**src/rtl/archie_mem_pkg.sv**
```systemverilog
// Shared definitions for the Archimedes SDRAM port arbiter: the FSM state
// type, wishbone cycle-type codes and the default loader base address.
package archie_mem_pkg;

  typedef enum logic [1:0] {
    ST_IDLE  = 2'd0,
    ST_CORE  = 2'd1,
    ST_LOAD  = 2'd2,
    ST_FLUSH = 2'd3
  } arb_state_t;

  localparam logic [2:0] CTI_CLASSIC = 3'b000;
  localparam logic [2:0] CTI_INCR    = 3'b010;
  localparam logic [2:0] CTI_EOB     = 3'b111;

  localparam logic [25:0] LOAD_BASE_DEFAULT = 26'h400000;

endpackage

```
**src/rtl/archie_dl_packer.sv**
```systemverilog
// Loader holding register. Captures HPS loader words and presents one pending
// SDRAM write (word index, data, byte selects) to the arbiter FSM.
// With ARCHIE_LOADER_PACK_EN defined, low half-words are held and merged with
// the following high half into one 32-bit write; a stranded low half is
// raised as a flush write.
module archie_dl_packer
  import archie_mem_pkg::*;
(
  input  logic        clk_sys,
  input  logic        reset_n,
  input  logic        dl_active,
  input  logic        dl_wr,
  input  logic [24:0] dl_addr,
  input  logic [15:0] dl_data,
  input  logic        wr_done,
  output logic        pending,
  output logic        flush,
  output logic [21:0] adr,
  output logic [31:0] dat,
  output logic [3:0]  sel
);

  logic        pend_q, pend_d;
  logic        flush_q, flush_d;
  logic [21:0] adr_q, adr_d;
  logic [31:0] dat_q, dat_d;
  logic [3:0]  sel_q, sel_d;
  logic [1:0]  unused_addr_bits;

  // Only the 32-bit word index inside a 16 MiB window is used.
  assign unused_addr_bits = {dl_addr[24], dl_addr[0]};

`ifdef ARCHIE_LOADER_PACK_EN
  logic        lo_vld_q, lo_vld_d;
  logic [21:0] lo_adr_q, lo_adr_d;
  logic [15:0] lo_dat_q, lo_dat_d;

  // Pack half-words; flush an old low half on a word change or end of download.
  always_comb begin
    pend_d   = pend_q;
    flush_d  = flush_q;
    adr_d    = adr_q;
    dat_d    = dat_q;
    sel_d    = sel_q;
    lo_vld_d = lo_vld_q;
    lo_adr_d = lo_adr_q;
    lo_dat_d = lo_dat_q;
    if (pend_q) begin
      if (wr_done) begin
        pend_d  = 1'b0;
        flush_d = 1'b0;
      end
    end else if (dl_wr) begin
      if (dl_addr[1]) begin
        pend_d  = 1'b1;
        flush_d = 1'b0;
        adr_d   = dl_addr[23:2];
        if (lo_vld_q && (lo_adr_q == dl_addr[23:2])) begin
          dat_d    = {dl_data, lo_dat_q};
          sel_d    = 4'b1111;
          lo_vld_d = 1'b0;
        end else begin
          dat_d = {dl_data, dl_data};
          sel_d = 4'b1100;
        end
      end else begin
        // A low half for a different word pushes the held one out first.
        if (lo_vld_q && (lo_adr_q != dl_addr[23:2])) begin
          pend_d  = 1'b1;
          flush_d = 1'b1;
          adr_d   = lo_adr_q;
          dat_d   = {lo_dat_q, lo_dat_q};
          sel_d   = 4'b0011;
        end
        lo_vld_d = 1'b1;
        lo_adr_d = dl_addr[23:2];
        lo_dat_d = dl_data;
      end
    end else if (lo_vld_q && !dl_active) begin
      pend_d   = 1'b1;
      flush_d  = 1'b1;
      adr_d    = lo_adr_q;
      dat_d    = {lo_dat_q, lo_dat_q};
      sel_d    = 4'b0011;
      lo_vld_d = 1'b0;
    end
  end

  // Held low-half payload; qualified by lo_vld_q so it needs no reset.
  always_ff @(posedge clk_sys) begin
    lo_adr_q <= lo_adr_d;
    lo_dat_q <= lo_dat_d;
  end

  // Low-half valid flag; reset discards a half-packed word.
  always_ff @(posedge clk_sys or negedge reset_n) begin
    if (!reset_n) lo_vld_q <= 1'b0;
    else          lo_vld_q <= lo_vld_d;
  end
`else
  logic unused_dl_active;

  assign unused_dl_active = dl_active;

  // One SDRAM write per loader word; the half is mirrored into both lanes.
  always_comb begin
    pend_d  = pend_q;
    flush_d = 1'b0;
    adr_d   = adr_q;
    dat_d   = dat_q;
    sel_d   = sel_q;
    if (pend_q) begin
      if (wr_done) pend_d = 1'b0;
    end else if (dl_wr) begin
      pend_d = 1'b1;
      adr_d  = dl_addr[23:2];
      dat_d  = {dl_data, dl_data};
      sel_d  = dl_addr[1] ? 4'b1100 : 4'b0011;
    end
  end
`endif

  // Pending-write control flags; reset drops any queued write.
  always_ff @(posedge clk_sys or negedge reset_n) begin
    if (!reset_n) begin
      pend_q  <= 1'b0;
      flush_q <= 1'b0;
    end else begin
      pend_q  <= pend_d;
      flush_q <= flush_d;
    end
  end

  // Pending-write payload; only observed while pend_q is set.
  always_ff @(posedge clk_sys) begin
    adr_q <= adr_d;
    dat_q <= dat_d;
    sel_q <= sel_d;
  end

  assign pending = pend_q;
  assign flush   = flush_q;
  assign adr     = adr_q;
  assign dat     = dat_q;
  assign sel     = sel_q;

endmodule

```
**src/rtl/archie_mem_arbiter.sv**
```systemverilog
// Arbitrates the single SDRAM wishbone port between the Archimedes core and
// the HPS ROM loader. Core cycles are passed through combinationally and the
// grant is held for the whole burst; loader writes are registered single
// writes paced by dl_wait. Define ARCHIE_LOADER_PACK_EN to pack 16-bit loader
// words into 32-bit writes (adds the FLUSH state).
module archie_mem_arbiter
  import archie_mem_pkg::*;
#(
  parameter int               ADR_W     = 26,
  parameter logic [ADR_W-1:0] LOAD_BASE = ADR_W'(LOAD_BASE_DEFAULT)
) (
  input  logic             clk_sys,
  input  logic             reset_n,
  input  logic             dl_active,
  input  logic             dl_wr,
  input  logic [24:0]      dl_addr,
  input  logic [15:0]      dl_data,
  output logic             dl_wait,
  input  logic             core_cyc,
  input  logic             core_stb,
  input  logic             core_we,
  input  logic [3:0]       core_sel,
  input  logic [2:0]       core_cti,
  input  logic [24:0]      core_adr,
  input  logic [31:0]      core_dat,
  output logic             core_ack,
  output logic             ram_cyc,
  output logic             ram_stb,
  output logic             ram_we,
  output logic [3:0]       ram_sel,
  output logic [2:0]       ram_cti,
  output logic [ADR_W-1:0] ram_adr,
  output logic [31:0]      ram_dat,
  input  logic             ram_ack
);

  arb_state_t       state_q, state_d;
  logic [ADR_W-1:0] ld_adr_q, ld_adr_d;
  logic             pk_pending, pk_flush, wr_done;
  logic [21:0]      pk_adr;
  logic [31:0]      pk_dat;
  logic [3:0]       pk_sel;
  logic             unused_core_adr_msb;

  assign unused_core_adr_msb = core_adr[24];

  assign wr_done = ram_ack && ((state_q == ST_LOAD) || (state_q == ST_FLUSH));

  archie_dl_packer u_packer (
    .clk_sys   (clk_sys),
    .reset_n   (reset_n),
    .dl_active (dl_active),
    .dl_wr     (dl_wr),
    .dl_addr   (dl_addr),
    .dl_data   (dl_data),
    .wr_done   (wr_done),
    .pending   (pk_pending),
    .flush     (pk_flush),
    .adr       (pk_adr),
    .dat       (pk_dat),
    .sel       (pk_sel)
  );

  // Next-state logic: loader wins in IDLE, core grant held until end of burst.
  always_comb begin
    state_d  = state_q;
    ld_adr_d = ld_adr_q;
    case (state_q)
      ST_IDLE: begin
        if (pk_pending) begin
          ld_adr_d = LOAD_BASE + ADR_W'({pk_adr, 2'b00});
`ifdef ARCHIE_LOADER_PACK_EN
          state_d = pk_flush ? ST_FLUSH : ST_LOAD;
`else
          state_d = ST_LOAD;
`endif
        end else if (core_cyc && core_stb && !dl_active) begin
          state_d = ST_CORE;
        end
      end
      ST_CORE: begin
        if (!core_cyc ||
            (ram_ack && ((core_cti == CTI_EOB) || (core_cti == CTI_CLASSIC)))) begin
          state_d = ST_IDLE;
        end
      end
      default: begin
        if (ram_ack) state_d = ST_IDLE;
      end
    endcase
  end

  // FSM state register; reset returns to IDLE at once.
  always_ff @(posedge clk_sys or negedge reset_n) begin
    if (!reset_n) state_q <= ST_IDLE;
    else          state_q <= state_d;
  end

  // Loader target address, captured on entry to LOAD/FLUSH.
  always_ff @(posedge clk_sys) begin
    ld_adr_q <= ld_adr_d;
  end

  // Output mux: core passthrough in CORE, registered loader write otherwise.
  always_comb begin
    ram_cyc = 1'b0;
    ram_stb = 1'b0;
    ram_we  = 1'b0;
    ram_sel = 4'b0000;
    ram_cti = CTI_CLASSIC;
    ram_adr = '0;
    ram_dat = 32'h0;
    case (state_q)
      ST_CORE: begin
        ram_cyc = core_cyc;
        ram_stb = core_stb;
        ram_we  = core_we;
        ram_sel = core_sel;
        ram_cti = core_cti;
        ram_adr = ADR_W'({core_adr[23:0], 2'b00});
        ram_dat = core_dat;
      end
      ST_LOAD, ST_FLUSH: begin
        ram_cyc = 1'b1;
        ram_stb = 1'b1;
        ram_we  = 1'b1;
        ram_sel = pk_sel;
        ram_cti = CTI_CLASSIC;
        ram_adr = ld_adr_q;
        ram_dat = pk_dat;
      end
      default: ;
    endcase
  end

  assign core_ack = ram_ack && (state_q == ST_CORE);
  assign dl_wait  = pk_pending;

`ifndef ARCHIE_LOADER_PACK_EN
  logic unused_pk_flush;
  assign unused_pk_flush = pk_flush;
`endif

endmodule

```
**config.mk**
```make
export PLATFORM = sky130hd
export DESIGN_NAME = archie_mem_arbiter
export DESIGN_NICKNAME = d
export VERILOG_FILES = /design/src/rtl/archie_mem_pkg.sv /design/src/rtl/archie_dl_packer.sv /design/src/rtl/archie_mem_arbiter.sv
export SDC_FILE = /design/constraint.sdc
export NUM_CORES = 1
export LEC_CHECK = 0
export BUFFER_PORTS_ARGS = -buffer_cell sky130_fd_sc_hd__buf_2
export CORE_MARGIN = 2
export CORE_UTILIZATION = 43
export CTS_CLUSTER_SIZE = 10
export DETAILED_ROUTE_END_ITERATION = 10
export GPL_ROUTABILITY_DRIVEN = 0
export MAX_ROUTING_LAYER = met4
export PLACE_DENSITY = 0.8
export SLEW_MARGIN = 25
export SYNTH_ARGS = -nofsm -noshare
export SYNTH_HDL_FRONTEND = slang
export SYNTH_HIERARCHICAL = 1
export SYNTH_SLANG_ARGS = --single-unit
export TNS_END_PERCENT = 20
```
**constraint.sdc**
```tcl
create_clock -name clk_sys -period 1.8 [get_ports clk_sys]
set_clock_uncertainty 0.05 [all_clocks]
set_input_delay 0.27 -clock clk_sys [delete_from_list [all_inputs] [get_ports clk_sys]]
set_output_delay 0.27 -clock clk_sys [all_outputs]
set_load 0.03 [all_outputs]
```
# ---- Word-level counts from Yosys, hierarchy flattened
# Cells that the tools add are included.
dict set report classes {
  add_sub_neg 1
  n_eq_ne 6
  muxes 16
  n_bitwise 1
  reduce_logical 17
}
# cell n
set ops {}
lappend ops {{$pmux 32 s2} 1}
lappend ops {{$pmux 26 s2} 1}
lappend ops {{$add 23x24->25 const A} 1}
lappend ops {{$mux 2} 4}
lappend ops {{$pmux 4 s2} 1}
lappend ops {{$pmux 1 s2} 3}
lappend ops {{$logic_and 1x1->1} 5}
lappend ops {{$eq 2x2->1 const B} 2}
lappend ops {{$mux 4} 1}
lappend ops {{$pmux 2 s2} 1}
lappend ops {{$reduce_and 2->1} 2}
lappend ops {{$eq 3x3->1 const B} 1}
lappend ops {{$logic_not 3->1} 1}
lappend ops {{$logic_or 1x1->1} 3}
lappend ops {{$mux 1} 3}
lappend ops {{$mux 3} 1}
lappend ops {{$ne 3x2->1 const B} 1}
lappend ops {{$reduce_and 3->1} 1}
lappend ops {{$reduce_bool 3->1} 1}
lappend ops {{$eq 2x1->1 const B} 1}
lappend ops {{$logic_not 1->1} 2}
lappend ops {{$logic_not 2->1} 1}
lappend ops {{$ne 2x2->1 const B} 1}
lappend ops {{$reduce_or 2->1} 1}
lappend ops {{$not 1->1} 1}
dict set report totals {
  ff_bits 87
  out_inout_bits 70
  word_cells 47
}

# ---- Depth between registers and ports, before layout
# Gate-level depths: netlist of the first run.
dict set report logic_depth {
  depth_word 6
  ltp_mapped 5
  ltp_nobuf 3
}

# ---- Modules after synthesis
# The synthesis of the first run kept the hierarchy.
# module instances cells_per_inst area_each_um2
set modules_own_cells {}
lappend modules_own_cells {archie_mem_arbiter 1 126 1554.0}
lappend modules_own_cells {archie_dl_packer 1 65 1401.3}

# ---- Worst setup path before layout of the first run
# Ideal clock, no wire load.
dict set report synth_path {
  path_type {reg-to-output}
  from {register state_q[1]}
  to {output ram_dat[30]}
  arrival_ns 1.433
  required_time_ns 1.480
  setup_slack_ns 0.047
  path_stages_with_launch 4
  path_buffers 2
  cell_sequence {dfrtp_1 buf_2 buf_2 o21ai_0}
}
dict set report synth_between {
  elab_chain_cells 3
  elab_cells_between_ends 5
}
# element line_no
set synth_lines {}
lappend synth_lines {{from (decl)} archie_mem_arbiter.sv:37} ;# arb_state_t state_q, state_d;
lappend synth_lines {{from (signal assigned)} archie_mem_arbiter.sv:96} ;# else state_q <= state_d;
lappend synth_lines {{$eq 2x2->1} archie_mem_arbiter.sv:113} ;# case (state_q)
lappend synth_lines {{$reduce_or 2->1} archie_mem_arbiter.sv:113}
lappend synth_lines {{$pmux 32 s2 *} archie_mem_arbiter.sv:113}
lappend synth_lines {{to (decl)} archie_mem_arbiter.sv:33} ;# output logic [31:0] ram_dat,
# Mark *: on every way between the ends. The rest lies on a longest branch, timed or not.

# ---- Worst setup path after layout of the first run
dict set report layout_path {
  from {register state_q[0]}
  to {output ram_adr[15]}
}
dict set report layout_between {
  elab_chain_cells 3
  elab_cells_between_ends 5
}
# element line_no
set layout_lines {}
lappend layout_lines {{$eq 2x2->1} archie_mem_arbiter.sv:113}
lappend layout_lines {{$reduce_or 2->1} archie_mem_arbiter.sv:113}
lappend layout_lines {{$pmux 26 s2 *} archie_mem_arbiter.sv:113}
lappend layout_lines {{to (decl)} archie_mem_arbiter.sv:32} ;# output logic [ADR_W-1:0] ram_adr,
# Marks and branches as above.

==> impl_metrics.toml, run 1 <==
[global_routing]
grt_pass1_wl_um = 9690
grt_usage_pct = 17.7
grt_pass1_vias = 2022
grt_max_degree = 44
antenna_found_initial = 0
grt-ovfl-total = 0

[synthesis]
synth_cells = 189
yosysWarnings = 6
synth.cell_area_um2 = 2940
synth.avg_cell_area_um2 = 15.6

[timing]
setup_violations = 34
holdWs_ps = 66.7
clock.fmax_mhz = 544
grt_setup_unrepaired = "yes"
slew_violations = 0
final_hold_viol_count = 0
min_period_ps = 1840
layout_setup_ws_ps = -36.8
tns_ps = -426
period_share_pct = 102

[floorplanning]
start_util_pct = 43.8
num_io_pins = 183
die_y_um = 86.7
num_rows = 30
fp.dieW_um = 86.7
die_area_um2 = 7520
core_um2 = 6720

[detailed_routing]
ant_nets = 0
drt-initial-drc-count = 113
viasPerCell = 5.21
drcViolationCount = 0
first_pass_iters = 4
routed_wl_um = 7710
routedWlPerCell_um = 17.4
vias = 2314

[run_status]
violations = "setup timing"
outcome = "finished, violations left"

[placement]
place_area_um2 = 3780
hpwl_um = 4800
portBuffers = 177
place_ws_ps = 238

[clocking]
ctsHtreeMaxLevel = 3
tritoncts = "done"
root_buffer = "clkbuf_8"
numCtsBuffers = 9
clk_latency_ps = 320
clkSinkCount = 66
cts.path.max_buffers = 2
clk_pin_slew_ps = 80

[setup_path]
start_kind = "flop"
worst-endpoint-required_ps = 1480
path_class = "flop to output port"
cp_max_fo = 11
critPathArrivalTime_ps = 1520
cp-end-kind = "output port"

[layout]
final_common_cell = "buf_2"
mostFrequentLayoutCells = "114 x buf_2, 63 x edfxtp_1, 58 x a22o_1, 58 x buf_6, 11 x buf_4"
drive_above_1_share_pct = 58.8
fin_area_um2 = 4510
nNetsFinal = 473
area_growth_syn_to_layout_pct = 53.1
diodes = 0

[power]
leakagePower_nw = 1.99
p_sw_share_pct = 38.5
netSwitchingPower_w = 0.00290
combinationalPowerShare_pct = 51.2
seqPwrFrac_pct = 31.2
peakVddDrop_mv = 0.867
powerDensity_nw_per_um2 = 1670
p_int_w = 0.00464
clockPowerShare_pct = 17.6

[worst_hold_path]
hp-class = "primary input to flop"

[run]
max_cap_viol_count = 0
timing repair:
action	CTS	global route
pin swaps	6	34
gates cloned	0	4
setup buffers	0	2
gates resized for setup	54	94
endpoints found under the setup margin	62	64
endpoints found under the hold margin	3	0
hold buffers	1	0
sequential cells by signal, summed over array words and instances (netlist names):
signal            count
ld_adr_q             23
u_packer/adr         22
u_packer/dat         16
state_q               2
u_packer/sel          2
u_packer/pending      1
worst max-delay path, stage by stage (launching register included):
cell	delay, ps
dfrtp_1	390
nor2b_4	140
buf_12	140
clkbuf_16	160
a22o_1	220
buf_6	140
worst paths after layout:
check	endpoint	slack, ps	depth (start not counted)	from
worst max-delay path	ram_adr[15]	-40	5	state_q[0]
worst min-delay path	u_packer/adr[11]	70	1	dl_addr[13]
worst max register to register	ld_adr_q[3]	410	4	state_q[0]
worst min register to register	ld_adr_q[21]	370	0	u_packer/adr[19]
max in group asynchronous	state_q[1]	1330	2	reset_n
min in group asynchronous	state_q[0]	240	2	reset_n
power groups by stage:
stage / logic (W) / registers, W / clock network [W]
2_1_floorplan: 0.00226 / 0.00234 / 0
6_report: 0.00386 / 0.00235 / 0.00133
3_3_place_gp: 0.00302 / 0.00238 / 0
4_1_cts: 0.00333 / 0.00236 / 0.00136
5_1_grt: 0.00405 / 0.00238 / 0.00143
3_5_place_dp: 0.00306 / 0.00238 / 0
metrics by stage:
step / instances / power (W) / util, %
floorplan: 190 / 0.00460 / -
global placement: 421 / 0.00540 / 56.2
detailed placement: 421 / 0.00545 / 56.2
CTS: 438 / 0.00705 / 61.8
global route: 444 / 0.00786 / 67.1
finish: 444 / 0.00754 / 67.1
metal layers:
metal	global-route usage, %	routed length [um]
met5	-	0
met4	5.97	53
met3	4.38	647
met2	31.1	4140
met1	19.6	2870
final cells by class:
| type | instances | area (um^2) |
|---|---|---|
| multi-input cells | 86 | 717 |
| repair buffers | 192 | 1490 |
| flip-flops and latches | 66 | 1970 |
| inverters | 4 | 15.0 |
| clock inverters | 7 | 92.6 |
| well taps | 80 | 100 |
| clock buffers | 9 | 124 |
| fillers | 480 | 2210 |
(Power assumes the default switching activity.)
==> inputs of run 2 (changes only) <==
--- a/config.mk
+++ b/config.mk
@@ -8,7 +8,6 @@
 export BUFFER_PORTS_ARGS = -buffer_cell sky130_fd_sc_hd__buf_2
 export CORE_MARGIN = 2
 export CORE_UTILIZATION = 43
-export CTS_CLUSTER_SIZE = 10
 export DETAILED_ROUTE_END_ITERATION = 10
 export GPL_ROUTABILITY_DRIVEN = 0
 export MAX_ROUTING_LAYER = met4
==> constraint.sdc (replaced) <==
create_clock -name clk_sys -period 1.8 [get_ports clk_sys]
set_clock_uncertainty 0.05 [all_clocks]
set_input_delay 0.36 -clock clk_sys [delete_from_list [all_inputs] [get_ports clk_sys]]
set_output_delay 0.36 -clock clk_sys [all_outputs]
set_load 0.03 [all_outputs]
==> run 2 against run 1 <==
  * Clock-buffer cell count did not move
  * Highest routed layer unchanged
  * Final cell count did not move
  * Largest power group unchanged
  * Power down 0.79%
  * The flow still finishes with violations (setup timing)
==> impl_metrics.toml, run 2 (synthesized netlist as in run 1, its figures left out) <==
[layout]
final_common_cell = "buf_2"
nNetsFinal = 473
diodes = 0
drive_above_1_share_pct = 58.2
multi_input_area_um2 = 712
largest_register = "ld_adr_q"
finalNonFillerCells = 444
mostFrequentLayoutCells = "110 x buf_2, 67 x buf_6, 63 x edfxtp_1"
nFillCells = 476
area_growth_syn_to_layout_pct = 53.6
largest_reg_flops = 23
regArea_um2 = 1970

[timing]
layout_setup_ws_ps = -121
clock.fmax_mhz = 521
slew_violations = 0
final_hold_viol_count = 0
setup_violations = 67
min_period_ps = 1920
period_share_pct = 107
grt_setup_unrepaired = "yes"

[setup_path]
cp-end-kind = "output port"
cp_max_fo = 11
path_class = "flop to output port"
cpMostUsedCell = "buf_6"
max_stage_delay_ps = 420
r2r_slack_ps = 160
start_kind = "flop"
crit_chain = "nor2b_4, buf_6, buf_12, a22o_1, buf_6"
crit_start = "state_q[1]"
r2r_start = "state_q[1]"
critPathArrivalTime_ps = 1510
slowest_stage = "dfrtp_2"
worst-endpoint-required_ps = 1390

[placement]
hpwl_um = 4870
dp_cells = 421
portBuffers = 177

[detailed_routing]
drcViolationCount = 0
viasPerCell = 5.17
drt-met1-wl_um = 2860
routedWlPerCell_um = 16.8
wl_met3_um = 543
route.met2.wl_um = 3980
drt-initial-drc-count = 56
vias = 2294
top_layer = "met4"
first_pass_iters = 4
routed_wl_um = 7450
ant_nets = 0

[power]
finalPower_w = 0.00748
peakVddDrop_mv = 0.830
powerDensity_nw_per_um2 = 1650
leakagePower_nw = 2.00

[floorplanning]
fp.dieW_um = 86.7
start_util_pct = 43.8
num_io_pins = 183
core_um2 = 6720
die_area_um2 = 7520
die_y_um = 86.7
num_rows = 30

[clocking]
numCtsBuffers = 9
clkSinkCount = 66
ctsHtreeMaxLevel = 3
clk_pin_slew_ps = 70
cts.path.max_buffers = 2
root_buffer = "clkbuf_8"
clk_latency_ps = 330
tritoncts = "done"

[global_routing]
antenna_found_initial = 0
grt_pass1_wl_um = 10700
grt_pass1_vias = 2179
grt_max_degree = 53
grt_usage_pct = 19.9
grt-ovfl-total = 0

[worst_hold_path]
hp-start = "dl_data[5]"
hp-class = "primary input to flop"

[run]
max_cap_viol_count = 0

[run_status]
outcome = "finished, violations left"
violations = "setup timing"
-- run 2: cell count changes in the layout (fill, tap and decap cells not counted), sizes merged --
cell | previous run | this run
buf | 188 | 190
bufbuf | 0 | 1
clkbuf | 12 | 9
bufinv | 2 | 1
clkinv | 2 | 4
clkinvlp | 2 | 1
-- run 2: critical path: cells and delay by family, from the launching register on --
family | cells | cell delay (ps)
simple gates | 1 | 150
compound gates | 1 | 160
flops | 1 | 420
buf+inv | 3 | 440
-- run 2: final timing paths --
check                                         to  depth (start not counted)
worst min register to register      ld_adr_q[13]                          0
worst max-delay path                  ram_dat[2]                          5
worst max register to register      ld_adr_q[11]                          5
max in group asynchronous             state_q[1]                          2
worst min-delay path            u_packer/dat[21]                          1
min in group asynchronous             state_q[0]                          2
-- run 2: area by class of cell --
type                       count  share of cell area [%]
clock buffer                   9                    2.74
clock inverter                 7                    1.52
inverter                       4                   0.332
multi-input combinational     86                    15.7
sequential                    66                    43.5
tap                           80                    2.21
timing repair buffer         192                    33.9
-- run 2: metal layers --
metal | vias up | track usage (%)
met5 | - | -
met3 | 6 | 4.95
met2 | 120 | 35.5
met4 | 0 | 6.68
li1 | 1073 | -
met1 | 1095 | 21.6
-- run 2: power breakdown --
part | leakage, nW | switching [W] | internal [W]
Sequential | 0.627 | 0.000156 | 0.00218
Clock | 0.0970 | 0.000556 | 0.000637
Combinational | 1.27 | 0.00220 | 0.00175
-- run 2: what timing repair did --
| item | in CTS | in global routing |
|---|---|---|
| endpoints found under the setup margin | 63 | 67 |
| buffers inserted | 3 | 0 |
| pin swaps | 24 | 32 |
| gates resized for setup | 139 | 1 |
| hold buffers | 1 | 0 |
| gates cloned | 3 | 0 |
| hold endpoints to repair | 3 | 0 |
-- run 2: through the flow --
step | TNS (ps) | hold WS [ps] | util, % | cell area [um^2] | setup WS, ps
after floorplan | 0 | 14.4 | - | 2950 | 103
after global placement | 0 | 106 | 56.2 | 3780 | 185
after detailed placement | 0 | 108 | 56.2 | 3780 | 145
after CTS | -7150 | 135 | 67.3 | 4520 | -142
after global routing | -10310 | 129 | 67.3 | 4520 | -190
final | -5970 | 151 | 67.3 | 4520 | -121
==> inputs of run 3 (changes only) <==
--- a/config.mk
+++ b/config.mk
@@ -6,12 +6,13 @@
 export NUM_CORES = 1
 export LEC_CHECK = 0
 export BUFFER_PORTS_ARGS = -buffer_cell sky130_fd_sc_hd__buf_2
-export CORE_MARGIN = 2
+export CORE_MARGIN = 5
 export CORE_UTILIZATION = 43
 export DETAILED_ROUTE_END_ITERATION = 10
 export GPL_ROUTABILITY_DRIVEN = 0
 export MAX_ROUTING_LAYER = met4
 export PLACE_DENSITY = 0.8
+export SETUP_SLACK_MARGIN = 0.02
 export SLEW_MARGIN = 25
 export SYNTH_ARGS = -nofsm -noshare
 export SYNTH_HDL_FRONTEND = slang
==> run 3 against run 2 <==
  * Critical endpoint is now ram_sel[1]
  * Worst setup slack worse by 2.5 ps
  * First-iteration DRC count up 59%
  * The run still ends with setup timing left
  * Non-clock buffer count down 3
  * Largest cell class unchanged
  * Largest power group unchanged
  * Combinational power down 3%
  * Hold slack better by 1.0 ps
==> impl_metrics.toml, run 3 (synthesized netlist as in run 1, its figures left out) <==
[worst_hold_path]
hp-class = "primary input to flop"
min_to = "u_packer/dat[21]"
hp-start = "dl_data[5]"
holdPathStages = 1

[floorplanning]
start_util_pct = 43.8
die_area_um2 = 8600
core_um2 = 6720
fp.dieW_um = 92.7
num_rows = 30
die_y_um = 92.7
num_io_pins = 183

[detailed_routing]
routedWlPerCell_um = 18.5
first_pass_iters = 5
vias = 2244
viasPerCell = 5.09
drt-initial-drc-count = 89
drcViolationCount = 0
routed_wl_um = 8150
ant_nets = 0

[placement]
portBuffers = 177
hpwl_um = 5340
place_ws_ps = 225

[power]
seqPwrFrac_pct = 30.9
p_int_w = 0.00463
clockPowerShare_pct = 18.2
p_sw_share_pct = 38.8
combinationalPowerShare_pct = 50.8
powerDensity_nw_per_um2 = 1690
leakagePower_nw = 1.97
netSwitchingPower_w = 0.00294
peakVddDrop_mv = 0.890

[layout]
final_common_cell = "buf_2"
nNetsFinal = 470
nFillCells = 492
largest_register = "ld_adr_q"
multi_input_area_um2 = 709
mostFrequentLayoutCells = "110 x buf_2, 63 x edfxtp_1, 58 x a22o_1, 58 x buf_6, 12 x buf_4"
regArea_um2 = 1970
area_growth_syn_to_layout_pct = 52.2
drive_above_1_share_pct = 57.9
diodes = 0
largest_reg_flops = 23

[run_status]
outcome = "finished, violations left"
violations = "setup timing"

[setup_path]
r2r_slack_ps = 270
path_class = "flop to output port"
cp-end-kind = "output port"
worst-endpoint-required_ps = 1390
r2r_start = "state_q[1]"
critPathArrivalTime_ps = 1510
start_kind = "flop"
cp_max_fo = 13
r2r_end = "ld_adr_q[11]"
r2r_cells = 4

[global_routing]
antenna_found_initial = 0
grt_max_degree = 68
grt_pass1_wl_um = 11300
grt_usage_pct = 17.5
grt_pass1_vias = 2260
grt-ovfl-total = 0

[clocking]
numCtsBuffers = 9
root_buffer = "clkbuf_8"
ctsHtreeMaxLevel = 3
tritoncts = "done"
clk_latency_ps = 320
clk_pin_slew_ps = 80
cts.path.max_buffers = 2
clkSinkCount = 66

[timing]
min_period_ps = 1920
final_hold_viol_count = 0
setup_violations = 63
layout_setup_ws_ps = -123
grt_setup_unrepaired = "yes"
clock.fmax_mhz = 520
slew_violations = 0
period_share_pct = 107
holdWs_ps = 152

[run]
max_cap_viol_count = 0
-- run 3: repair_timing --
item,CTS,global route
setup buffers,0,1
endpoints found under the setup margin,64,67
endpoints found under the hold margin,3,0
hold buffers,1,0
gates resized for setup,99,45
pin swaps,11,17
gates cloned,0,3
-- run 3: how the worst max path moves through the flow --
stage,slack [ps],cells past startpoint,start,endpoint
3_5_place_dp,230,4,state_q[1],ram_adr[7]
3_3_place_gp,230,4,state_q[1],ram_adr[23]
6_report,-120,5,state_q[1],ram_sel[1]
4_1_cts,-120,4,state_q[1],ram_adr[12]
2_1_floorplan,100,1,u_packer/pending,ld_adr_q[10]
5_1_grt,-190,5,state_q[1],ram_sel[1]
-- run 3: routing by layer --
layer / up-vias / track usage, % / routed length (um)
met5: - / - / 0
met4: 0 / 5.62 / 17
met3: 2 / 5.85 / 716
met2: 120 / 30.5 / 4370
met1: 1054 / 18.9 / 3040
li1: 1068 / - / -
-- run 3: cell type report --
cell class              instances  area share (%)
multi-input cells              86            15.8
flip-flops and latches         66            43.9
well taps                      80            2.23
repair buffers                189            32.7
clock buffers                   9            2.76
clock inverters                 7            2.26
inverters                       4           0.335
-- run 3: power groups by stage --
stage | combinational, W | clock (W) | sequential, W
3_3_place_gp | 0.00304 | 0 | 0.00236
5_1_grt | 0.00403 | 0.00150 | 0.00237
4_1_cts | 0.00362 | 0.00141 | 0.00234
6_report | 0.00385 | 0.00138 | 0.00234
2_1_floorplan | 0.00226 | 0 | 0.00234
3_5_place_dp | 0.00309 | 0 | 0.00237
-- run 3: metrics by stage --
step                      cell area (um^2)  util (%)  TNS, ps  cells  power, W
after CTS                             4310      64.2    -5570    437   0.00738
final                                 4480      66.7    -5600    441   0.00757
after global routing                  4480      66.7   -10330    441   0.00790
after floorplan                       2950         -        0    190   0.00460
after detailed placement              3770      56.1        0    420   0.00546
after global placement                3770      56.1        0    420   0.00540
-- run 3: worst max-delay path, cell delays in order (launching register included) --
cell	delay (ps)
dfrtp_2	440
nor2b_4	140
buf_12	140
clkbuf_16	170
a22o_1	160
buf_6	140
